**src/rtl/rv32i_fetch_queue_pkg.sv**
```systemverilog
// rv32i_fetch_queue_pkg: shared FSM encodings and default boot pc for the fetch queue slice.
package rv32i_fetch_queue_pkg;

    typedef enum logic {
        S_BOOT = 1'b0,
        S_RUN  = 1'b1
    } state_t;

    localparam logic [31:0] DEFAULT_RESET_PC = 32'h0000_0000;

endpackage

```
**src/rtl/rv32i_sync_fifo.sv**
```systemverilog
// rv32i_sync_fifo: power-of-two synchronous FIFO with flush; head entry is registered storage.
module rv32i_sync_fifo #(
    parameter  int WIDTH = 64,
    parameter  int DEPTH = 4,
    localparam int AW    = $clog2(DEPTH),
    localparam int CW    = AW + 1
) (
    input  logic             clk_i,
    input  logic             rst_ni,
    input  logic             push,
    input  logic             pop,
    input  logic             flush,
    input  logic [WIDTH-1:0] wdata,
    output logic [WIDTH-1:0] rdata,
    output logic [CW-1:0]    count
);

    logic [WIDTH-1:0] mem [DEPTH];
    logic [AW-1:0]    wptr, rptr;
    logic             do_push, do_pop;

    // Flush overrides both push and pop; popping an empty queue is a no-op.
    assign do_push = push & ~flush;
    assign do_pop  = pop & ~flush & (count != '0);
    assign rdata   = mem[rptr];

    always_ff @(posedge clk_i or negedge rst_ni) begin
        if (!rst_ni) begin
            wptr  <= '0;
            rptr  <= '0;
            count <= '0;
        end else if (flush) begin
            wptr  <= '0;
            rptr  <= '0;
            count <= '0;
        end else begin
            if (do_push) wptr <= wptr + 1'b1;
            if (do_pop) rptr <= rptr + 1'b1;
            count <= count + CW'(do_push) - CW'(do_pop);
        end
    end

    always_ff @(posedge clk_i) begin
        if (do_push) mem[wptr] <= wdata;
    end

    assert property (@(posedge clk_i) disable iff (!rst_ni) !(do_push && count == CW'(DEPTH)));

endmodule

```
**src/rtl/rv32i_fetch_queue.sv**
```systemverilog
// rv32i_fetch_queue: consumer side of the prefetch interface; boot/redirect FSM, credit-based
// fetch issue and a small {pc, instr} FIFO presented to decode via valid/ready.
module rv32i_fetch_queue
    import rv32i_fetch_queue_pkg::*;
#(
    parameter  int              XLEN     = 32,
    parameter  int              ILEN     = 32,
    parameter  int              DEPTH    = 4,
    parameter  logic [XLEN-1:0] RESET_PC = XLEN'(DEFAULT_RESET_PC),
    localparam int              CW       = $clog2(DEPTH) + 1
) (
    input  logic            clk_i,
    input  logic            rst_ni,
    output logic            advance_o,
    output logic            pc_write_o,
    output logic [XLEN-1:0] pc_target_o,
    input  logic [XLEN-1:0] fetch_pc_i,
    input  logic [ILEN-1:0] fetch_instr_i,
    input  logic            redirect_i,
    input  logic [XLEN-1:0] redirect_pc_i,
    output logic            instr_valid_o,
    input  logic            instr_ready_i,
    output logic [ILEN-1:0] instr_o,
    output logic [XLEN-1:0] pc_o,
    output logic [CW-1:0]   count_o
);

    state_t                 state_q, state_d;
    logic                   inflight_q, keep_q;
    logic                   boot, credit, push;
    logic [XLEN+ILEN-1:0]   head;

    assign boot = state_q == S_BOOT;
    // Credit counts in-flight fetches so the queue can never overflow without looking at ready.
    assign credit = ({1'b0, count_o} + (CW + 1)'(inflight_q)) < (CW + 1)'(DEPTH);

    always_comb begin
        state_d     = boot ? S_RUN : state_q;
        pc_write_o  = rst_ni & (boot | redirect_i);
        advance_o   = rst_ni & (boot | redirect_i | credit);
        pc_target_o = (boot & ~redirect_i) ? RESET_PC : redirect_pc_i;
    end

    always_ff @(posedge clk_i or negedge rst_ni) begin
        if (!rst_ni) begin
            state_q    <= S_BOOT;
            inflight_q <= 1'b0;
            keep_q     <= 1'b0;
        end else begin
            state_q    <= state_d;
            inflight_q <= advance_o;
            keep_q     <= advance_o;
        end
    end

    // An arrival coinciding with a redirect belongs to the old stream and is dropped.
    assign push = inflight_q & keep_q & ~redirect_i;

    rv32i_sync_fifo #(
        .WIDTH(XLEN + ILEN),
        .DEPTH(DEPTH)
    ) u_fifo (
        .clk_i (clk_i),
        .rst_ni(rst_ni),
        .push  (push),
        .pop   (instr_ready_i),
        .flush (redirect_i),
        .wdata ({fetch_pc_i, fetch_instr_i}),
        .rdata (head),
        .count (count_o)
    );

    assign instr_valid_o   = count_o != '0;
    assign {pc_o, instr_o} = head;

endmodule

```
**config.mk**
```make
export PLATFORM = sky130hd
export DESIGN_NAME = rv32i_fetch_queue
export DESIGN_NICKNAME = d
export VERILOG_FILES = /design/src/rtl/rv32i_fetch_queue_pkg.sv /design/src/rtl/rv32i_sync_fifo.sv /design/src/rtl/rv32i_fetch_queue.sv
export SDC_FILE = /design/constraint.sdc
export NUM_CORES = 1
export LEC_CHECK = 0
export ABC_AREA = 1
export CAP_MARGIN = 20
export CORE_ASPECT_RATIO = 0.75
export CORE_UTILIZATION = 50
export CTS_CLUSTER_DIAMETER = 80
export DETAILED_ROUTE_END_ITERATION = 7
export GPL_TIMING_DRIVEN = 0
export PLACE_DENSITY = 0.77
export SLEW_MARGIN = 5
export SYNTH_ARGS = -nofsm -noshare
export SYNTH_HDL_FRONTEND = slang
export SYNTH_HIERARCHICAL = 1
export SYNTH_SLANG_ARGS = --single-unit
```
**constraint.sdc**
```tcl
create_clock -name clk_i -period 9.01 [get_ports clk_i]
set_clock_uncertainty 0.05 [all_clocks]
set_input_delay 1.802 -clock clk_i [delete_from_list [all_inputs] [get_ports clk_i]]
set_output_delay 1.802 -clock clk_i [all_outputs]
set_load 0.005 [all_outputs]
```
======== Yosys cells after proc, flatten, opt, wreduce, memory -nomap -nowiden ========
Memories as Yosys holds them, arrays and structs flattened.
Index checks and enable logic that the tools add are counted.
cells by class
  $add $sub $neg .......................... 5
  $lt $le $gt $ge ......................... 1
  multiplexer cells ....................... 8
  bitwise operators ....................... 11
  reductions and logical operators ........ 3
operators by type and width
  kind                   number
  $mux W32               1
  $mux W2                4
  $and A1 B1 Y1          7
  $add A2 B1 Y2 const B  2
  $add A3 B1 Y4          1
  $lt A4 B3 Y1 const B   1
  $reduce_bool A2 Y1     2
  $add A3 B1 Y3          1
  $mux W3                1
  $reduce_bool A3 Y1     1
  $sub A3 B1 Y3          1
  $mux W1                2
  $not A1 Y1             2
  $or A1 B1 Y1           2
word-level totals
  flip-flop bits (word level) ............. 9
  RAM bits ................................ 256
  input bits .............................. 100
  memories ................................ 1
memories
  memory      words  bits a word  rd ports  clocked after memory_dff  wr ports  RTL line               text
  u_fifo.mem  4      64           1         0                         1         rv32i_sync_fifo.sv:18  logic [WIDTH-1:0] mem [DEPTH];

======== Longest topological paths before layout ========
  depth in word-level cells ............... 6
  mapped depth ............................ 12

======== By module ========
The synthesis kept the hierarchy.
by module, submodules not included
  module             times used  cells an instance  area an instance (um^2)  sequential area each (um^2)
  rv32i_sync_fifo    1           742                10152.2                  7862.5
  rv32i_fetch_queue  1           85                 399.1                    50.0

======== Least setup slack after synthesis ========
No wires, ideal clock.
  path type ............................... input to register
  start point ............................. input redirect_i
  end point ............................... memory u_fifo.mem[0][0], enable pin
  data arrival time ....................... 4.805 ns
  data required time ...................... 8.474 ns
  path slack .............................. 3.669 ns
  cell stages on the path ................. 3
  cells stage by stage .................... nor2_1 > nand2_1 > nor2_1
on the way
  longest elaborated chain between the ends .. 5
RTL lines
  element                          RTL line                                        text
  from (decl)                      rv32i_fetch_queue.sv:19                         input logic redirect_i,
  $not A1 Y1 *                     rv32i_sync_fifo.sv:23, rv32i_fetch_queue.sv:57
  $and A1 B1 Y1                    rv32i_fetch_queue.sv:57                         assign push = inflight_q & keep_q & ~redirect_i;
  $and A1 B1 Y1 *                  rv32i_sync_fifo.sv:23                           assign do_push = push & ~flush;
  $mux W1 *                        rv32i_sync_fifo.sv:44                           if (do_push) mem[wptr] <= wdata;
  $mux W1 (implied by the code) *  rv32i_sync_fifo.sv:44
  to (decl)                        rv32i_sync_fifo.sv:18
Every way passes the cells marked *; elsewhere a longest branch is shown, timed or not.

======== Final worst setup path ========
  start point ............................. input redirect_i
  end point ............................... output advance_o
on the way
  longest elaborated chain between the ends .. 3
RTL lines
  element                     RTL line                 text
  $or A1 B1 Y1 (2 in series)  rv32i_fetch_queue.sv:40  advance_o = rst_ni & (boot | redirect_i | credit);
  $and A1 B1 Y1               rv32i_fetch_queue.sv:40
  to (decl)                   rv32i_fetch_queue.sv:14  output logic advance_o,
Every way passes these cells.

==> flow_metrics.env <==
export IMPL_period_minus_slack_ns=5.28
export IMPL_wl_met1_mm=10.0
export IMPL_drc_errors=0
export IMPL_crit_top_cell="clkdlybuf4s50_1"
export IMPL_drtAntennaViolNets=0
export IMPL_finalPower_mw=3.24
export IMPL_grt_pass1_vias=6600
export IMPL_highest_layer="met5"
export IMPL_yosysTopAreaCellShare=0.729
export IMPL_grt_first_pass_wirelength_mm=35.9
export IMPL_synth_cell_types=22
export IMPL_synth_ff_type="edfxtp_1"
export IMPL_start_kind="input port"
export IMPL_clkLatencyLatePin_ns=0.52
export IMPL_htree_levels=1
export IMPL_wl_met2_mm=11.2
export IMPL_cts_hold_buf=0
export IMPL_start_util=0.516
export IMPL_nNetsFinal=1170
export IMPL_via_per_inst=5.07
export IMPL_worst_slew_pin_slew_ns=0.773
export IMPL_p_sw_uw=883
export IMPL_clockBufferDepth=3
export IMPL_path_class="in -> out"
export IMPL_yosys_warnings=6
export IMPL_core_area_sq_um=20400
export IMPL_die_w_um=170
export IMPL_drt_wl_total_mm=23.1
export IMPL_setup_violations=0
export IMPL_ioPinCount=202
export IMPL_leakage_nw=4.95
export IMPL_p_seq_frac=0.429
export IMPL_cts_root_buf="clkbuf_16"
export IMPL_synth_nets=934
export IMPL_antenna_found_initial=1
export IMPL_cp_end_kind="primary output"
export IMPL_synth_commonest_cells="256 x edfxtp_1, 234 x nor2_1, 105 x o21ai_1"
export IMPL_slowest_stage="clkdlybuf4s50_1"
export IMPL_cp_max_fo=8
export IMPL_p_clk_frac=0.296
export IMPL_dieArea_sq_um=21700
export IMPL_crit_required_ns=7.16
export IMPL_switching_share=0.272
export IMPL_grt_overflow=0
export IMPL_power_density_nw_per_um2=234
export IMPL_ys_top_cells_by_area="edfxtp_1 73%, nor2_1 8.3%, o21ai_1 5.0%"
export IMPL_grt_use_total=0.216
export IMPL_status="complete, no violations"
export IMPL_critPathMaxStageDelay_ns=0.67
export IMPL_tritoncts="done"
export IMPL_synth_most_common_cell="edfxtp_1"
export IMPL_drive_above_1_share=0.0832
export IMPL_postCtsSetupBuffers=0
export IMPL_rsz0062_at_grt="false"
export IMPL_numCtsBuffers=25
export IMPL_grt_max_degree=30
export IMPL_wl_met3_mm=1.67
export IMPL_hold_violations=0
export IMPL_drtPass1Iterations=5
export IMPL_numClockSinks=265
export IMPL_netlist_area_sq_um=10600
export IMPL_vias=6924
export IMPL_hold_path_class="reg -> reg"
export IMPL_hold_slack_ns=0.520
export IMPL_path_clk_slew_ns=0.06
export IMPL_die_h_um=128
export IMPL_rows=45
export IMPL_syn_area_per_cell_sq_um=12.8
export IMPL_crit_arrival_ns=3.42
export IMPL_synth_edf_count=256
export IMPL_synthCells=827
export IMPL_slew_violations=0
export IMPL_portBuffers=201
export IMPL_crit_chain="clkdlybuf4s50_1 > inv_1 > nand2_1 > nor2_1 > a21oi_1 > clkdlybuf4s50_1"
export IMPL_finalCritPeriodShare=0.585
export IMPL_yosysSeqAreaShare=0.750
export IMPL_synth_largest_area_cell="edfxtp_1"
export IMPL_setup_tns_final_ns=0
export IMPL_drt_iter0_drc=570
export IMPL_synthArstFlopShare=0.0340
export IMPL_fin_util=0.678
export IMPL_clock_fmax_mhz=190
export IMPL_internal_power_mw=2.36
export IMPL_synth_seq_cells=265
export IMPL_syn_to_final_growth_pct=31.4
export IMPL_detail_route_wl_per_cell_um=17.0
export IMPL_comb_power_share=0.275
export IMPL_relSlewSlack=0.484
export IMPL_cts_resized=0
export IMPL_dp_hpwl_mm=15.5
export IMPL_place_congestion=0.779
export IMPL_ir_drop_mv=0.166
export IMPL_maxCapViolCount=0
registers in the layout (all words and copies together), names as in the netlist:
register	flops
u_fifo/count	3
u_fifo/wptr	2
u_fifo/mem	256
u_fifo/rptr	2
keep_q	1
state_q	1
worst paths after layout:
check                           cells after the start              end       start  slack (ns)
max in group asynchronous                           1   u_fifo/rptr[0]      rst_ni        7.02
worst max-delay path                                6        advance_o  redirect_i        3.73
worst max register to register                     11  u_fifo/count[2]      keep_q        6.78
worst min-delay path                                3           keep_q      keep_q        0.52
worst min register to register                      3           keep_q      keep_q        0.52
min in group asynchronous                           1          state_q      rst_ni        1.55
cell usage in the layout (no fill, tap or decap), types with 2 or more instances in the layout:
cell type,Yosys,layout
nor2_4,1,5
nand3_1,6,6
buf_2,20,20
nor2_2,2,2
o21ai_1,105,105
a21oi_1,3,3
buf_16,0,2
buf_12,0,6
nand2_1,13,13
inv_1,51,51
clkbuf_16,0,25
clkinv_1,0,9
clkinv_2,0,2
clkbuf_1,4,11
buf_6,21,21
dfrtp_1,9,9
nor2_1,234,230
clkdlybuf4s50_1,0,201
edfxtp_1,256,256
inv_6,0,2
ha_1,6,6
o21ai_0,89,89
metal layers:
metal  GRT usage  up-vias
li1            -     3365
met1       0.299     3286
met2       0.359      243
met3      0.0432       28
met4      0.0419        2
met5           0        -
logic make-up after synthesis:
family                   Yosys count  synth area share
flip-flops                       265             0.750
AND/OR/NAND/NOR                  258            0.0942
AO/OA/AOI/OAI                    197            0.0934
buffers and inverters             99            0.0531
adder cells (fa/ha/maj)            7           0.00901
other                              1          0.000355
critical path, delay by kind of cell:
kind	cells	cell delay [ns]
AOI/OAI and AO/OA	1	0.18
buffers and inverters	3	1.33
and+or+nand+nor	2	0.12
power by group through the flow:
stage,logic [mW],registers (mW),clock network [mW]
CTS,0.901,1.39,0.974
detailed placement,0.896,1.42,0
floorplan,0.415,1.42,0
global route,0.969,1.39,1.03
global placement,0.874,1.42,0
finish,0.892,1.39,0.960
layout make-up:
class | count | area (sq um)
sequential | 265 | 7910
fill | 1415 | 6570
timing repair buffer | 209 | 2190
multi-input combinational | 463 | 2110
clock buffer | 32 | 652
buffer | 46 | 359
tap | 282 | 353
inverter | 53 | 201
clock inverter | 14 | 91.3
antenna | 1 | 2.50
metrics by stage:
step / std cells / worst slack (ns) / instance area (sq um)
finish: 1365 / 3.73 / 13900
global route: 1364 / 3.58 / 13900
CTS: 1364 / 3.70 / 13900
detailed placement: 1318 / 3.70 / 13100
global placement: 1310 / 1.06 / 12900
floorplan: 827 / 3.67 / 10600
No activity file was read; power rests on OpenSTA's default activity.
